<file path="src/rtl/regbank_pkg.sv">
`default_nettype none
// ============================================================================
// regbank_pkg : shared widths and requester IDs for the register-bank control
// Revision    : 1.0
// ============================================================================
package regbank_pkg;

    localparam int DATA_W = 32;
    localparam int ADDR_W = 4;
    localparam int NREG   = 2 ** ADDR_W;

    typedef enum logic {
        REQ_ALU = 1'b0,
        REQ_LD  = 1'b1
    } req_id_t;

endpackage
`default_nettype wire

</file>
<file path="src/rtl/rr_arb2.sv">
`default_nettype none
// ============================================================================
// rr_arb2 : two-input round-robin arbiter, one grant per cycle
// Revision: 1.0
// ============================================================================
module rr_arb2
    import regbank_pkg::*;
(
    input  logic clk,
    input  logic rst_n,
    input  logic req0,
    input  logic req1,
    output logic gnt0,
    output logic gnt1
);

    req_id_t r_last;

    // On a tie the requester that did not win last time is granted.
    always_comb begin
        gnt0 = req0 && (!req1 || (r_last == REQ_LD));
        gnt1 = req1 && !gnt0;
    end

    always_ff @(posedge clk or negedge rst_n) begin
        if (!rst_n) begin
            r_last <= REQ_LD;
        end else if (gnt0) begin
            r_last <= REQ_ALU;
        end else if (gnt1) begin
            r_last <= REQ_LD;
        end
    end

endmodule
`default_nettype wire

</file>
<file path="src/rtl/regbank_ctrl.sv">
`default_nettype none
// ============================================================================
// regbank_ctrl : write-port arbiter, registered write stage and busy scoreboard
// Revision     : 1.0
// ============================================================================
module regbank_ctrl
    import regbank_pkg::*;
(
    input  logic              clk,
    input  logic              rst_n,
    input  logic              wr0_valid,
    input  logic [ADDR_W-1:0] wr0_addr,
    input  logic [DATA_W-1:0] wr0_data,
    output logic              wr0_ready,
    input  logic              wr1_valid,
    input  logic [ADDR_W-1:0] wr1_addr,
    input  logic [DATA_W-1:0] wr1_data,
    output logic              wr1_ready,
    input  logic              rsv_valid,
    input  logic [ADDR_W-1:0] rsv_addr,
    output logic              rsv_ready,
    input  logic              flush,
    input  logic [ADDR_W-1:0] chk_addr1,
    input  logic [ADDR_W-1:0] chk_addr2,
    output logic              chk_busy1,
    output logic              chk_busy2,
    output logic              rb_we,
    output logic [ADDR_W-1:0] rb_dest,
    output logic [DATA_W-1:0] rb_din,
    output logic [ADDR_W:0]   pend_cnt
);

    logic              w_gnt0;
    logic              w_gnt1;
    logic [NREG-1:0]   r_busy;
    logic [NREG-1:0]   w_set;
    logic [NREG-1:0]   w_clr;
    logic [NREG-1:0]   w_busy_nxt;
    logic [ADDR_W:0]   w_pend_nxt;

    rr_arb2 u_arb (
        .clk   (clk),
        .rst_n (rst_n),
        .req0  (wr0_valid),
        .req1  (wr1_valid),
        .gnt0  (w_gnt0),
        .gnt1  (w_gnt1)
    );

    assign wr0_ready = w_gnt0;
    assign wr1_ready = w_gnt1;
    assign rsv_ready = !r_busy[rsv_addr] && !flush;
    assign chk_busy1 = r_busy[chk_addr1];
    assign chk_busy2 = r_busy[chk_addr2];

    // Busy clears on the edge the bank captures the write.
    always_comb begin
        w_set = '0;
        w_clr = '0;
        if (rsv_valid && rsv_ready) begin
            w_set[rsv_addr] = 1'b1;
        end
        if (rb_we) begin
            w_clr[rb_dest] = 1'b1;
        end
        w_busy_nxt = flush ? '0 : ((r_busy & ~w_clr) | w_set);
    end

    // Count computed from the next state so pend_cnt tracks busy cycle for cycle.
    always_comb begin
        w_pend_nxt = '0;
        for (int i = 0; i < NREG; i++) begin
            w_pend_nxt = w_pend_nxt + (ADDR_W+1)'(w_busy_nxt[i]);
        end
    end

    always_ff @(posedge clk or negedge rst_n) begin
        if (!rst_n) begin
            r_busy   <= '0;
            pend_cnt <= '0;
        end else begin
            r_busy   <= w_busy_nxt;
            pend_cnt <= w_pend_nxt;
        end
    end

    always_ff @(posedge clk or negedge rst_n) begin
        if (!rst_n) begin
            rb_we   <= 1'b0;
            rb_dest <= '0;
            rb_din  <= '0;
        end else begin
            rb_we <= w_gnt0 || w_gnt1;
            if (w_gnt0) begin
                rb_dest <= wr0_addr;
                rb_din  <= wr0_data;
            end else if (w_gnt1) begin
                rb_dest <= wr1_addr;
                rb_din  <= wr1_data;
            end
        end
    end

endmodule
`default_nettype wire

</file>
<file path="config.mk">
export PLATFORM = sky130hd
export DESIGN_NAME = regbank_ctrl
export DESIGN_NICKNAME = d
export VERILOG_FILES = /design/src/rtl/regbank_pkg.sv /design/src/rtl/rr_arb2.sv /design/src/rtl/regbank_ctrl.sv
export SDC_FILE = /design/constraint.sdc
export NUM_CORES = 1
export LEC_CHECK = 0
export ABC_AREA = 0
export CORE_MARGIN = 2
export CORE_UTILIZATION = 58
export DETAILED_ROUTE_END_ITERATION = 12
export DONT_BUFFER_PORTS = 1
export PLACE_DENSITY = 0.77
export REMOVE_ABC_BUFFERS = 1
export SYNTH_ARGS = -nofsm -noshare
export SYNTH_HDL_FRONTEND = slang
export SYNTH_SLANG_ARGS = --single-unit
</file>
<file path="constraint.sdc">
create_clock -name clk -period 4.45 [get_ports clk]
set_clock_uncertainty 0.1 [all_clocks]
set_input_delay 0.445 -clock clk [delete_from_list [all_inputs] [get_ports clk]]
set_output_delay 0.445 -clock clk [all_outputs]
set_load 0.05 [all_outputs]
</file>
==> flow_results.xml <==
<?xml version="1.0" encoding="UTF-8"?>
<metrics>
  <group name="synthesis">
    <metric name="post-synth-top-area-cell" unit="">sky130_fd_sc_hd__dfrtp_1</metric>
    <metric name="synthDistinctLibCells" unit="">41</metric>
    <metric name="ys_top_cells_by_count" unit="">sky130_fd_sc_hd__dfrtp_1 (58), sky130_fd_sc_hd__mux2_2 (55), sky130_fd_sc_hd__mux2_1 (18), sky130_fd_sc_hd__inv_1 (14), sky130_fd_sc_hd__o21ai_0 (11)</metric>
    <metric name="yosysSeqAreaShare" unit="%">41.1</metric>
    <metric name="area_contributors_post_synth" unit="">sky130_fd_sc_hd__dfrtp_1 (40%), sky130_fd_sc_hd__mux2_2 (17%), sky130_fd_sc_hd__mux4_2 (6.3%)</metric>
    <metric name="synth_most_common_cell" unit="">sky130_fd_sc_hd__dfrtp_1</metric>
    <metric name="yosys_warnings" unit="">0</metric>
    <metric name="synth.cell_area" unit="sq um">3600</metric>
    <metric name="post_syn_area_per_cell" unit="sq um">12.6</metric>
    <metric name="count_of_flip_flops_with_a_built_in_enable_after_synthesis" unit="">0</metric>
    <metric name="yosys_register_bits" unit="">59</metric>
    <metric name="synth_top_area_share" unit="%">40.3</metric>
    <metric name="yosys_most_used_dff" unit="">sky130_fd_sc_hd__dfrtp_1</metric>
    <metric name="post_synth_inst_count" unit="">285</metric>
    <metric name="async_flop_share" unit="%">100</metric>
  </group>
  <group name="global_route">
    <metric name="globalRouteTotalUtil" unit="%">25.2</metric>
    <metric name="wire_length_of_the_first_global_routing_pass" unit="microns">12600</metric>
    <metric name="largest_net_degree_at_the_start_of_global_routing" unit="">60</metric>
    <metric name="number_of_antenna_violations_at_the_first_check_in_global_routing" unit="">0</metric>
    <metric name="first_global_vias" unit="">2485</metric>
    <metric name="leftover_overflow_at_the_end_of_global_routing" unit="">0</metric>
  </group>
  <group name="sta">
    <metric name="finalSetupViolCount" unit="">0</metric>
    <metric name="rsz_0062_raised_after_global_routing" unit="">false</metric>
    <metric name="layout_worst_path_cycle_share" unit="%">95.5</metric>
    <metric name="max_freq" unit="GHz">0.235</metric>
    <metric name="tightest_slew" unit="ps">1100</metric>
    <metric name="hold_slack" unit="ps">71.1</metric>
    <metric name="worst_slew_margin_rel" unit="%">24.5</metric>
    <metric name="period_needed" unit="ps">4250</metric>
    <metric name="tns" unit="ps">0</metric>
    <metric name="final-hold-violation-count" unit="">0</metric>
    <metric name="final_report_max_slew_violation_count" unit="">0</metric>
  </group>
  <group name="die">
    <metric name="fp.dieArea" unit="sq um">6850</metric>
    <metric name="dieWidth" unit="microns">82.8</metric>
    <metric name="core_region_area" unit="sq um">5960</metric>
    <metric name="fp.dieH" unit="microns">82.8</metric>
    <metric name="pin_count" unit="">137</metric>
    <metric name="number_of_placement_rows" unit="">28</metric>
    <metric name="effective_utilization_at_floorplan" unit="%">60.4</metric>
  </group>
  <group name="detailed_routing">
    <metric name="num_vias" unit="">2377</metric>
    <metric name="route.detailed.drc" unit="">0</metric>
    <metric name="detailedRoute.firstIterationViolations" unit="">110</metric>
    <metric name="drt_first_pass_iters" unit="">4</metric>
    <metric name="wl" unit="microns">8030</metric>
    <metric name="routedWlPerCell" unit="microns">21.5</metric>
    <metric name="via_cell_ratio" unit="">6.36</metric>
    <metric name="antenna_violating_nets_post_route" unit="">0</metric>
  </group>
  <group name="setup_path">
    <metric name="worstPathRequired" unit="ps">4580</metric>
    <metric name="critPathMaxFanout" unit="">4</metric>
    <metric name="crit-reg2reg-capture" unit="">pend_cnt[1]</metric>
    <metric name="r2r_slack" unit="ps">200</metric>
    <metric name="critical_path_arrival" unit="ps">4380</metric>
    <metric name="cp-end-kind" unit="">flip-flop</metric>
    <metric name="crit_type" unit="">reg -&gt; reg</metric>
    <metric name="r2r_start" unit="">rb_dest[0]</metric>
    <metric name="timing.reg2reg.worst_path_depth" unit="">14</metric>
    <metric name="crit_path_start_kind" unit="">flip-flop</metric>
  </group>
  <group name="power">
    <metric name="power_density" unit="nW/um^2">402</metric>
    <metric name="cellLeakagePower" unit="uW">0.00171</metric>
    <metric name="ir_drop" unit="uV">350</metric>
  </group>
  <group name="clock_network">
    <metric name="clock_tree.buffer_depth" unit="">2</metric>
    <metric name="root_buffer_selected_by_cts" unit="">sky130_fd_sc_hd__clkbuf_8</metric>
    <metric name="cts_htree_levels" unit="">3</metric>
    <metric name="cts.reportedPaths.clkPinSlew" unit="ps">70</metric>
    <metric name="cts.sinks" unit="">59</metric>
    <metric name="clock_insertion_delay_worst_skew" unit="ps">330</metric>
    <metric name="tritoncts" unit="">done</metric>
    <metric name="cts_buffers" unit="">9</metric>
  </group>
  <group name="worst_hold_path">
    <metric name="holdPathStages" unit="">1</metric>
    <metric name="timing.hold.worst.class" unit="">in -&gt; reg</metric>
    <metric name="hold_crit_start" unit="">flush</metric>
    <metric name="worstHoldEndpoint" unit="">r_busy[13]</metric>
  </group>
  <group name="placed_design">
    <metric name="globalplace.congestion" unit="">0.948</metric>
    <metric name="placement.cell_area" unit="sq um">3680</metric>
    <metric name="detailedPlacementHpwl" unit="microns">5940</metric>
    <metric name="numPlacedInstances" unit="">353</metric>
    <metric name="numPortBuffers" unit="">0</metric>
  </group>
  <group name="cells_and_area">
    <metric name="fill_cells" unit="">459</metric>
    <metric name="drive_gt1_share" unit="%">33.8</metric>
    <metric name="layout.cells.non_filler" unit="">374</metric>
    <metric name="multi_input_comb_area" unit="sq um">2010</metric>
    <metric name="number_of_nets_in_the_finished_design" unit="">399</metric>
    <metric name="postLayoutCellArea" unit="sq um">4010</metric>
    <metric name="antenna_cells" unit="">0</metric>
    <metric name="regArea" unit="sq um">1480</metric>
    <metric name="area_delta_synth_final" unit="%">11.4</metric>
  </group>
  <group name="job">
    <metric name="maxCapViolations" unit="">0</metric>
  </group>
  <group name="outcome">
    <metric name="run_status" unit="">finished, final reports clean</metric>
  </group>
</metrics>
report_power, final:
group          switching [uW]  internal, uW
Clock                     213           377
Sequential                202           588
Combinational             114           117
flip-flops by register name (all words and copies together) (netlist names):
register and flops:
pend_cnt 5, r_busy 16, rb_dest 4, rb_din 32, rb_we 1, u_arb.r_last 1
per-stage QoR:
stage	total power [uW]	setup slack (ps)	utilization (%)
finish	1610	199	67.3
global route	1680	1.91	67.3
CTS	1620	31.7	66.6
detailed placement	1010	83.2	61.8
global placement	1010	211	61.8
floorplan	958	-8.59	-
metal layers:
metal  global-route usage [%]  part of all wire [%]  up-vias  routed length, microns
met4                     10.5                   1.9        0                     153
met1                     31.4                    38     1160                    3040
met2                     40.9                    51      128                    4070
met5                        0                     0        -                       0
li1                         -                     -     1071                       -
met3                     7.93                   9.5       18                     760
cells by family (layout without fill, tap and decap cells):
group,count (synthesis),after routing,share of synthesized area (%)
multiplexers,93,93,32.0
flip-flops,59,59,41.1
AO/OA/AOI/OAI,49,49,9.14
AND/OR/NAND/NOR,38,38,6.40
buffers and inverters,29,43,3.58
adder cells (fa/ha/maj),15,15,7.30
XOR/XNOR,2,2,0.487
how the worst max path moves through the flow:
stage	cells past startpoint	end	from	slack, ps
final	14	pend_cnt[1]	rb_dest[0]	200
after global routing	13	pend_cnt[1]	rb_dest[0]	2
after CTS	14	pend_cnt[4]	rb_we	30
after detailed placement	14	pend_cnt[4]	rb_we	80
after global placement	14	pend_cnt[4]	rb_dest[0]	210
after floorplan	14	pend_cnt[4]	rb_we	-9
timing repair:
action / CTS / global route
hold endpoints to repair: 59 / 0
setup endpoints to repair: 0 / 4
hold buffers: 2 / 0
resized for setup: 0 / 10
buffers inserted: 0 / 3
critical path: stages, from the launching register on:
cell                       delay, ps
sky130_fd_sc_hd__dfrtp_1         390
sky130_fd_sc_hd__buf_6           190
sky130_fd_sc_hd__nand3b_1        120
sky130_fd_sc_hd__buf_4           160
sky130_fd_sc_hd__o21ai_0         250
sky130_fd_sc_hd__a21o_1          200
sky130_fd_sc_hd__fa_1            420
sky130_fd_sc_hd__fa_1            500
sky130_fd_sc_hd__fa_1            560
sky130_fd_sc_hd__fa_1            420
sky130_fd_sc_hd__inv_1            70
sky130_fd_sc_hd__ha_1            170
sky130_fd_sc_hd__inv_1            60
sky130_fd_sc_hd__fa_2            510
sky130_fd_sc_hd__inv_1            40
cell type report:
cell class              instances  share of cell area [%]
flip-flops and latches         59                    36.9
clock inverters                 3                    1.69
inverters                      14                    1.31
repair buffers                 13                    3.09
multi-input cells             197                    50.2
clock buffers                  13                    4.46
well taps                      75                    2.34
placed cells by master, fill, tap and decap left out, types with 2 or more instances in the layout:
cell type,instances
sky130_fd_sc_hd__mux2_2,55
sky130_fd_sc_hd__o211ai_1,4
sky130_fd_sc_hd__clkbuf_8,13
sky130_fd_sc_hd__nand4b_1,2
sky130_fd_sc_hd__a21oi_1,7
sky130_fd_sc_hd__dfrtp_1,58
sky130_fd_sc_hd__and3_1,2
sky130_fd_sc_hd__o311ai_1,3
sky130_fd_sc_hd__nand3_1,2
sky130_fd_sc_hd__ha_1,5
sky130_fd_sc_hd__nor2_1,6
sky130_fd_sc_hd__o21a_1,3
sky130_fd_sc_hd__xnor2_1,2
sky130_fd_sc_hd__a21o_1,5
sky130_fd_sc_hd__nand2b_1,4
sky130_fd_sc_hd__a31oi_1,2
sky130_fd_sc_hd__fa_1,9
sky130_fd_sc_hd__mux4_2,10
sky130_fd_sc_hd__nand2_1,6
sky130_fd_sc_hd__o21ai_0,9
sky130_fd_sc_hd__inv_1,14
sky130_fd_sc_hd__and3b_1,2
sky130_fd_sc_hd__buf_4,10
sky130_fd_sc_hd__a211oi_2,2
sky130_fd_sc_hd__a211o_1,4
sky130_fd_sc_hd__mux2i_1,9
sky130_fd_sc_hd__bufinv_16,2
sky130_fd_sc_hd__nor2b_1,4
sky130_fd_sc_hd__nand3b_1,2
sky130_fd_sc_hd__nand4bb_1,2
sky130_fd_sc_hd__o21ai_1,3
sky130_fd_sc_hd__a211oi_1,3
sky130_fd_sc_hd__mux2_1,18
(Power assumes the default switching activity.)
